## src/rtl/div_arb_pkg.sv

```systemverilog
// Shared types and helpers for the divider arbiter: FSM state encoding and
// pointer sizing.
package div_arb_pkg;

  typedef enum logic [1:0] {
    IDLE   = 2'd0,
    LAUNCH = 2'd1,
    WAIT   = 2'd2
  } div_arb_state_t;

  localparam int K_NREQ_DEF = 4;
  localparam int PTR_W_DEF  = $clog2(K_NREQ_DEF);

  // Index width for a given requester count, never narrower than one bit.
  function automatic int ptr_width(input int n);
    return (n > 1) ? $clog2(n) : 1;
  endfunction

endpackage

```

## src/rtl/div_arbiter_rr_picker.sv

```systemverilog
// Combinational round-robin select: the first set request at or after ptr,
// wrapping circularly, returned as one-hot grant and binary index.
module rr_picker
  import div_arb_pkg::*;
#(
  parameter int N  = K_NREQ_DEF,
  parameter int PW = PTR_W_DEF
) (
  input  logic [N-1:0]  req,
  input  logic [PW-1:0] ptr,
  output logic [N-1:0]  grant,
  output logic [PW-1:0] idx,
  output logic          any
);

  logic [N-1:0] hi_mask;
  logic [N-1:0] masked;
  logic [N-1:0] sel;

  genvar gi;
  generate
    for (gi = 0; gi < N; gi++) begin : g_mask
      assign hi_mask[gi] = (PW'(gi) >= ptr);
    end
  endgenerate

  assign masked = req & hi_mask;
  // Nothing at or above ptr means the search wraps to the bottom.
  assign sel    = (|masked) ? masked : req;
  assign any    = |req;

  always_comb begin
    logic found;
    found = 1'b0;
    grant = '0;
    idx   = '0;
    for (int i = 0; i < N; i++) begin
      if (sel[i] && !found) begin
        found    = 1'b1;
        grant[i] = 1'b1;
        idx      = PW'(i);
      end
    end
  end

endmodule

```

## src/rtl/div_arbiter.sv

```systemverilog
// Shares one iterative divider among K_NREQ requesters: buffers requests,
// grants round-robin, launches, watches for a result and returns it per channel.
module div_arbiter
  import div_arb_pkg::*;
#(
  parameter int K_NREQ    = K_NREQ_DEF,
  parameter int K_WIDTH   = 8,
  parameter int K_TIMEOUT = 64
) (
  input  logic                      i_clk,
  input  logic                      i_rst,
  input  logic [K_NREQ-1:0]         i_req,
  input  logic [K_NREQ*K_WIDTH-1:0] i_x,
  input  logic [K_NREQ*K_WIDTH-1:0] i_y,
  output logic [K_NREQ-1:0]         o_pending,
  output logic [K_NREQ-1:0]         o_done,
  output logic [K_NREQ*K_WIDTH-1:0] o_q,
  output logic [K_NREQ*K_WIDTH-1:0] o_r,
  output logic [K_NREQ-1:0]         o_err,
  output logic                      o_timeout,
  output logic                      o_div_start,
  output logic [K_WIDTH-1:0]        o_div_x,
  output logic [K_WIDTH-1:0]        o_div_y,
  input  logic                      i_div_busy,
  input  logic                      i_div_valid,
  input  logic                      i_div_dbz,
  input  logic                      i_div_ovf,
  input  logic [K_WIDTH-1:0]        i_div_q,
  input  logic [K_WIDTH-1:0]        i_div_r
);

  localparam int PW  = ptr_width(K_NREQ);
  localparam int WDW = $clog2(K_TIMEOUT);

  div_arb_state_t     state_reg;
  logic [PW-1:0]      ptr_reg;
  logic [PW-1:0]      g_reg;
  logic [WDW-1:0]     wd_reg;
  logic               start_reg;
  logic               timeout_reg;
  logic [K_WIDTH-1:0] div_x_reg;
  logic [K_WIDTH-1:0] div_y_reg;

  logic [K_NREQ-1:0]  pend_reg;
  logic [K_NREQ-1:0]  done_reg;
  logic [K_NREQ-1:0]  err_reg;
  logic [K_WIDTH-1:0] buf_x_reg [K_NREQ];
  logic [K_WIDTH-1:0] buf_y_reg [K_NREQ];
  logic [K_WIDTH-1:0] q_reg     [K_NREQ];
  logic [K_WIDTH-1:0] r_reg     [K_NREQ];

  logic [K_NREQ-1:0]  pick_grant;
  logic [PW-1:0]      pick_idx;
  logic               pick_any;
  logic               launch_fire;
  logic               fin_valid;
  logic               fin_timeout;
  logic [PW-1:0]      ptr_next;

  rr_picker #(
    .N  (K_NREQ),
    .PW (PW)
  ) u_picker (
    .req   (pend_reg),
    .ptr   (ptr_reg),
    .grant (pick_grant),
    .idx   (pick_idx),
    .any   (pick_any)
  );

  assign launch_fire = (state_reg == IDLE) && pick_any && !i_div_busy;
  assign fin_valid   = (state_reg == WAIT) && i_div_valid;
  assign fin_timeout = (state_reg == WAIT) && !i_div_valid &&
                       (wd_reg == WDW'(K_TIMEOUT - 1));
  assign ptr_next    = (pick_idx == PW'(K_NREQ - 1)) ? '0 : pick_idx + PW'(1);

  always_ff @(posedge i_clk) begin
    if (i_rst) begin
      state_reg   <= IDLE;
      ptr_reg     <= '0;
      g_reg       <= '0;
      wd_reg      <= '0;
      start_reg   <= 1'b0;
      timeout_reg <= 1'b0;
      div_x_reg   <= '0;
      div_y_reg   <= '0;
    end else begin
      start_reg   <= 1'b0;
      timeout_reg <= 1'b0;
      case (state_reg)
        IDLE: begin
          if (launch_fire) begin
            g_reg     <= pick_idx;
            ptr_reg   <= ptr_next;
            div_x_reg <= buf_x_reg[pick_idx];
            div_y_reg <= buf_y_reg[pick_idx];
            start_reg <= 1'b1;
            state_reg <= LAUNCH;
          end
        end
        LAUNCH: begin
          wd_reg    <= '0;
          state_reg <= WAIT;
        end
        WAIT: begin
          wd_reg <= wd_reg + WDW'(1);
          if (fin_valid) begin
            state_reg <= IDLE;
          end else if (fin_timeout) begin
            timeout_reg <= 1'b1;
            state_reg   <= IDLE;
          end
        end
        default: state_reg <= IDLE;
      endcase
    end
  end

  genvar gi;
  generate
    for (gi = 0; gi < K_NREQ; gi++) begin : g_chan
      logic is_g;
      assign is_g = (g_reg == PW'(gi));

      always_ff @(posedge i_clk) begin
        if (i_rst) begin
          pend_reg[gi]  <= 1'b0;
          buf_x_reg[gi] <= '0;
          buf_y_reg[gi] <= '0;
          q_reg[gi]     <= '0;
          r_reg[gi]     <= '0;
          err_reg[gi]   <= 1'b0;
          done_reg[gi]  <= 1'b0;
        end else begin
          done_reg[gi] <= 1'b0;
          // A fresh request outranks the grant that would clear the bit.
          if (i_req[gi]) begin
            pend_reg[gi]  <= 1'b1;
            buf_x_reg[gi] <= i_x[gi*K_WIDTH +: K_WIDTH];
            buf_y_reg[gi] <= i_y[gi*K_WIDTH +: K_WIDTH];
          end else if (launch_fire && pick_grant[gi]) begin
            pend_reg[gi] <= 1'b0;
          end
          if (fin_valid && is_g) begin
            q_reg[gi]    <= i_div_q;
            r_reg[gi]    <= i_div_r;
            err_reg[gi]  <= i_div_dbz | i_div_ovf;
            done_reg[gi] <= 1'b1;
          end else if (fin_timeout && is_g) begin
            err_reg[gi]  <= 1'b1;
            done_reg[gi] <= 1'b1;
          end
        end
      end

      assign o_q[gi*K_WIDTH +: K_WIDTH] = q_reg[gi];
      assign o_r[gi*K_WIDTH +: K_WIDTH] = r_reg[gi];
    end
  endgenerate

  assign o_pending   = pend_reg;
  assign o_done      = done_reg;
  assign o_err       = err_reg;
  assign o_timeout   = timeout_reg;
  assign o_div_start = start_reg;
  assign o_div_x     = div_x_reg;
  assign o_div_y     = div_y_reg;

endmodule
```

## config.mk

```make
export PLATFORM = sky130hd
export DESIGN_NAME = div_arbiter
export DESIGN_NICKNAME = d
export VERILOG_FILES = /design/src/rtl/div_arb_pkg.sv /design/src/rtl/div_arbiter_rr_picker.sv /design/src/rtl/div_arbiter.sv
export SDC_FILE = /design/constraint.sdc
export NUM_CORES = 1
export LEC_CHECK = 0
export BUFFER_PORTS_ARGS = -buffer_cell sky130_fd_sc_hd__buf_2
export CORE_ASPECT_RATIO = 1.25
export CORE_MARGIN = 2
export CORE_UTILIZATION = 48
export CTS_CLUSTER_SIZE = 20
export DETAILED_ROUTE_END_ITERATION = 12
export PLACE_DENSITY = 0.77
export SLEW_MARGIN = 25
export SYNTH_ARGS = -nofsm -noshare
export SYNTH_HDL_FRONTEND = slang
export SYNTH_SLANG_ARGS = --single-unit
```

## constraint.sdc

```tcl
create_clock -name i_clk -period 2.09 [get_ports i_clk]
set_input_delay 0.209 -clock i_clk [delete_from_list [all_inputs] [get_ports i_clk]]
set_output_delay 0.209 -clock i_clk [all_outputs]
set_load 0.005 [all_outputs]
```

After elaboration in Yosys (flattened, before gate mapping) --
Memories as Yosys holds them, arrays and structs flattened. A register that Yosys moved wholly into a read port is not among the register bits. Cells that the tools add are included.
Storage, ports and cells: output and inout bits 94, logic and storage cells 183, memories kept 4, bits of input ports 90, bits in registers 26, bits in writable memories 128
Cells by class: $lt $le $gt $ge 4, reductions and logical operators 42, mux-type cells 84, add/sub/neg operators 2, bitwise logic cells 20, eq/ne operators 9
Memories:
- buf_x_reg | depth 4, bits a word 8, read ports 1, clocked after memory_dff 1, write ports 4, line div_arbiter.sv:47 | logic [K_WIDTH-1:0] buf_x_reg [K_NREQ];
- buf_y_reg | depth 4, bits a word 8, read ports 1, clocked after memory_dff 1, write ports 4, line div_arbiter.sv:48 | logic [K_WIDTH-1:0] buf_y_reg [K_NREQ];
- q_reg | depth 4, bits a word 8, read ports 4, clocked after memory_dff 0, write ports 4, line div_arbiter.sv:49 | logic [K_WIDTH-1:0] q_reg [K_NREQ];
- r_reg | depth 4, bits a word 8, read ports 4, clocked after memory_dff 0, write ports 4, line div_arbiter.sv:50 | logic [K_WIDTH-1:0] r_reg [K_NREQ];
Operators by type and width (count):
- 2-to-1 mux 8 bit | 16
- 2-to-1 mux 1 bit | 59
- logical AND 1 bit | 20
- nonzero test 2 bit | 9
- OR 1 bit | 17
- 2-to-1 mux 2 bit | 6
- case mux 6 bit (2 select lines) | 1
- equality test 2 bit, second input constant | 4
- OR reduction 4 bit | 2
- adder 6 x 1 -> 6 bit, second input constant | 1
- equality test 6 bit, second input constant | 1
- case mux 2 bit (3 select lines) | 1
- logical NOT 1 bit | 5
- bitwise AND 4 bit | 1
- equality test 2 x 1 -> 1 bit, second input constant | 2
- greater-or-equal comparator 1 x 2 -> 1 bit, first input constant | 2
- greater-or-equal comparator 2 bit, first input constant | 2
- logical NOT 2 bit | 2
- 2-to-1 mux 4 bit | 1
- AND reduction 2 bit | 2
- != test 3 bit, second input constant | 1
- OR reduction 3 bit | 1
- adder 2 x 1 -> 2 bit, second input constant | 1
- != test 2 bit, second input constant | 1
- 2 further kinds | 3

Longest topological paths before layout --
depth in word-level cells 17, gate-level depth with buffers 8

Cells and area by module --
A second synthesis with hierarchy kept.
Second synthesis, totals: cell total of the unflattened synthesis 519, area, all modules 7060.5 µm²
Modules (own cells, without submodules):
- div_arbiter | times used 1, area each 6856.6 µm², cells each 486
- rr_picker | times used 1, area each 203.9 µm², cells each 33

Worst setup path after synthesis --
Ideal clock, no wire load.
path kind register to register, start point register state_reg[0], end point memory q_reg[3][0], enable pin, data required time 1698 ps, slack 137 ps, data arrival time 1561 ps, clock period less this slack 1953 ps, stages on the path, launching flop included 5, setup time 392 ps, cell sequence dfxtp_1 inv_1 ha_1 nand2_1 o21bai_1
RTL lines:
- start, declared | line div_arbiter.sv:35 | div_arb_state_t state_reg;
- start signal, assigned | line div_arbiter.sv:79 | state_reg <= IDLE;
- start signal, assigned | line div_arbiter.sv:98 | state_reg <= LAUNCH;
- start signal, assigned | line div_arbiter.sv:103 | state_reg <= WAIT;
- end, declared | line div_arbiter.sv:49

==> flow_summary.ini <==
[synthesis]
synth-simple-area-share = 0.177
synth_top_area_share = 0.550
ys_async_sr_fraction = 0
synth_cells = 516
yosys.area_share.adder = 0.00716
synthDistinctLibCells = 47
ys_seq_area_frac = 0.670
synth_compound_area_frac = 0.0670
yosys_most_used_dff = edfxtp_1
synth_xor_area_frac = 0.00501
synthMuxAreaShare = 0.0501
synth-edff-count = 128
netlist_area_um2 = 6990
yosysWarningCount = 0
netlist.top_cell.by_area = edfxtp_1
avgSynthCellArea_um2 = 13.5
syn-num-nets = 610
ys_ff_latch = 170
yosys-top-cells-area = edfxtp_1 (55%), dfxtp_1 (12%), and2_1 (12%)
synth_top_family_by_area = simple AND/OR/NAND/NOR gates

[cells_and_area]
utilization = 0.608
syn2layout_area_growth_pct = 24.3
fillers = 1107
nNetsFinal = 797
fin_area_um2 = 8680
antennaDiodeCount = 0
stdcell_count = 894
final_layout_size_suffix_gt1_frac = 0.344

[worst_setup_path]
r2r_end = q_reg[2][2]
crit_family = simple AND/OR/NAND/NOR gates
crit_required_ns = 2.36
reg2regPathDepth = 5
cp_max_fo = 16
crit_arrival_ns = 2.27
regToRegSetupSlack_ns = 0.1
criticalPathCategory = flop to flop
worstSetupStartpointType = flop
critPathBufInv = 1
critPathMaxStageDelay_ns = 0.74
crit_path_end_kind = flop
cpMaxStageDelayCell = nor2_1
r2r-start = state_reg[0]
cp_cell_sequence = inv_1, ha_1, nand3b_1, nor2_1, and2_1

[sta]
slew_headroom = 0.379
fin_crit_ns = 1.99
hold_viol_final = 0
finClkSkew_ns = 0.00992
fmax_mhz = 502
rsz0062_at_grt = yes
period_share = 0.953
worst_pin_slew_ns = 0.928
setup_viol = 0
finalWorstSetupSlack_ns = 0.0991
final_max_slew_viol_count = 0

[floorplanning]
rows = 49
core_um2 = 14300
start_util = 0.489
dieWidth_um = 112
io_pins = 184
die_h_um = 139
die_area_um2 = 15500

[power_and_ir_drop]
powerDensity_nw_per_um2 = 901
p_int_w = 0.00598
finalPower_w = 0.00782
p_leak_nw = 3.63
sw_frac_of_total = 0.236
p_comb_frac = 0.101
p_sw_w = 0.00185
p_seq_frac = 0.506
pwr-share-clk = 0.393
irDropWorstVdd_v = 0.000429

[placement]
dp_slack_ns = 0.150
dp_hpwl_um = 11100
place_area_um2 = 8100
dp.cells = 862
port_buffers = 183
place_congestion = 0.853

[detailed_routing]
wl_per_cell_um = 17.4
dr_total_vias = 4693
drtIter0Drc = 360
ant_nets = 0
vias_per_cell = 5.25
drc = 0
drt-total-wl_um = 15600
dr.pass1.iters = 4

[clocking]
cts-buffers-inserted = 17
clockRootBuffer = clkbuf_16
cts.sinks = 170
post_cts_buffers = 0
clockBufferDepth = 2
cts.repair.resized = 0
clk_pin_slew_worst_paths_ns = 0.06
clk_latency_ns = 0.42
cts_max_level = 4
cts_tree = yes

[hold_path]
hold_path.class = input pin to flop
min_to = o_timeout
hold_path_depth = 2
hold_start = i_div_valid

[grt]
track_usage = 0.207
antenna_found_initial = 0
first_global_vias = 4830
grt_max_degree = 33
grt_pass1_wl_um = 25200
grt_overflow = 0

[outcome]
status = completed

[flow_run]
drv_cap = 0
==> metal layers <==
metal / wire (um) / vias up / track usage
met3: 1100 / 21 / 0.0494
li1: - / 2218 / -
met5: 0 / - / 0
met4: 180 / 0 / 0.0611
met2: 8030 / 207 / 0.361
met1: 6260 / 2247 / 0.256
==> cells by family after synthesis <==
kind of cell	after synthesis
AOI/OAI and AO/OA	56
buffers and inverters	33
xor gates and xnor gates	4
and+or+nand+nor	214
DFF	170
muxes	35
adders and majority gates	4
==> timing repair <==
| action | CTS | global route |
|---|---|---|
| hold buffers | 0 | 0 |
| endpoints found under the setup margin | 0 | 48 |
| hold endpoints to repair | 0 | 0 |
==> worst max-delay path by stage <==
stage	start	endpoint	slack, ns	cells past startpoint
4_1_cts	state_reg[0]	r_reg[3][5]	0.10	5
5_1_grt	state_reg[0]	r_reg[3][7]	-0.19	5
3_5_place_dp	o_pending[3]	o_div_x[3]	0.15	5
6_report	state_reg[0]	q_reg[2][2]	0.1	5
2_1_floorplan	state_reg[0]	q_reg[3][0]	0.14	4
3_3_place_gp	ptr_reg[1]	o_div_x[5]	0.19	5
==> cells in the mapped netlist (all sizes together), types with 6 or more instances <==
| master | n |
|---|---|
| nor2 | 28 |
| mux2i | 35 |
| clkbuf | 17 |
| dfxtp | 42 |
| inv | 7 |
| and2 | 129 |
| edfxtp | 128 |
| nand2 | 23 |
| buf | 9 |
| o221ai | 16 |
| a21oi | 14 |
| o21ai | 6 |
==> power groups by stage <==
stage | sequential [W] | clock (W) | combinational, W
after global placement | 0.00402 | 0 | 0.000766
after detailed placement | 0.00403 | 0 | 0.000793
after global routing | 0.00398 | 0.00327 | 0.000872
after floorplan | 0.00399 | 0 | 0.000483
final | 0.00396 | 0.00307 | 0.000790
after CTS | 0.00396 | 0.00312 | 0.000798
==> metrics by stage <==
step | setup TNS, ns | hold WS (ns)
after global placement | 0 | 0.449
after global routing | -7.46 | 0.0378
final | 0 | 0.0505
after detailed placement | 0 | 0.459
after CTS | 0 | 0.0268
after floorplan | 0 | 0.286
==> worst reg2reg max path, delay by kind of cell (launching register included) <==
family	cells	cell delay, ns
buffers and inverters	1	0.09
adder cells (fa/ha/maj)	1	0.29
flip-flops	1	0.33
AND/OR/NAND/NOR	3	1.15
==> placed cells by master (no fill, tap or decap), types with 2 or more instances in the layout <==
| cell | instances |
|---|---|
| o21ai_0 | 5 |
| a21o_1 | 2 |
| nand2b_1 | 2 |
| or3_1 | 3 |
| a311oi_1 | 2 |
| clkbuf_1 | 3 |
| and2_1 | 129 |
| nand2_1 | 23 |
| clkbuf_16 | 17 |
| nor2b_1 | 4 |
| nand3_1 | 5 |
| a21oi_1 | 14 |
| and3b_1 | 2 |
| bufinv_16 | 2 |
| mux2i_1 | 35 |
| buf_4 | 9 |
| clkinvlp_4 | 5 |
| o21bai_1 | 3 |
| inv_6 | 3 |
| nor3_1 | 4 |
| ha_1 | 4 |
| o221ai_1 | 6 |
| a211oi_1 | 4 |
| xor2_1 | 3 |
| dfxtp_1 | 42 |
| nor2_1 | 26 |
| clkinv_4 | 2 |
| o221ai_2 | 10 |
| buf_2 | 183 |
| edfxtp_1 | 128 |
| or2_2 | 5 |
| nand4_1 | 3 |
| inv_1 | 7 |
| buf_12 | 2 |
==> area by class of cell <==
type,instances,area [um2],share of cell area
clock inverters,12,141,0.0163
inverters,7,26.3,0.00303
repair buffers,194,1020,0.118
multi-input cells,313,2150,0.248
flip-flops and latches,170,4680,0.539
clock buffers,20,437,0.0503
well taps,178,223,0.0256
Power figures use the tool's default switching activity.
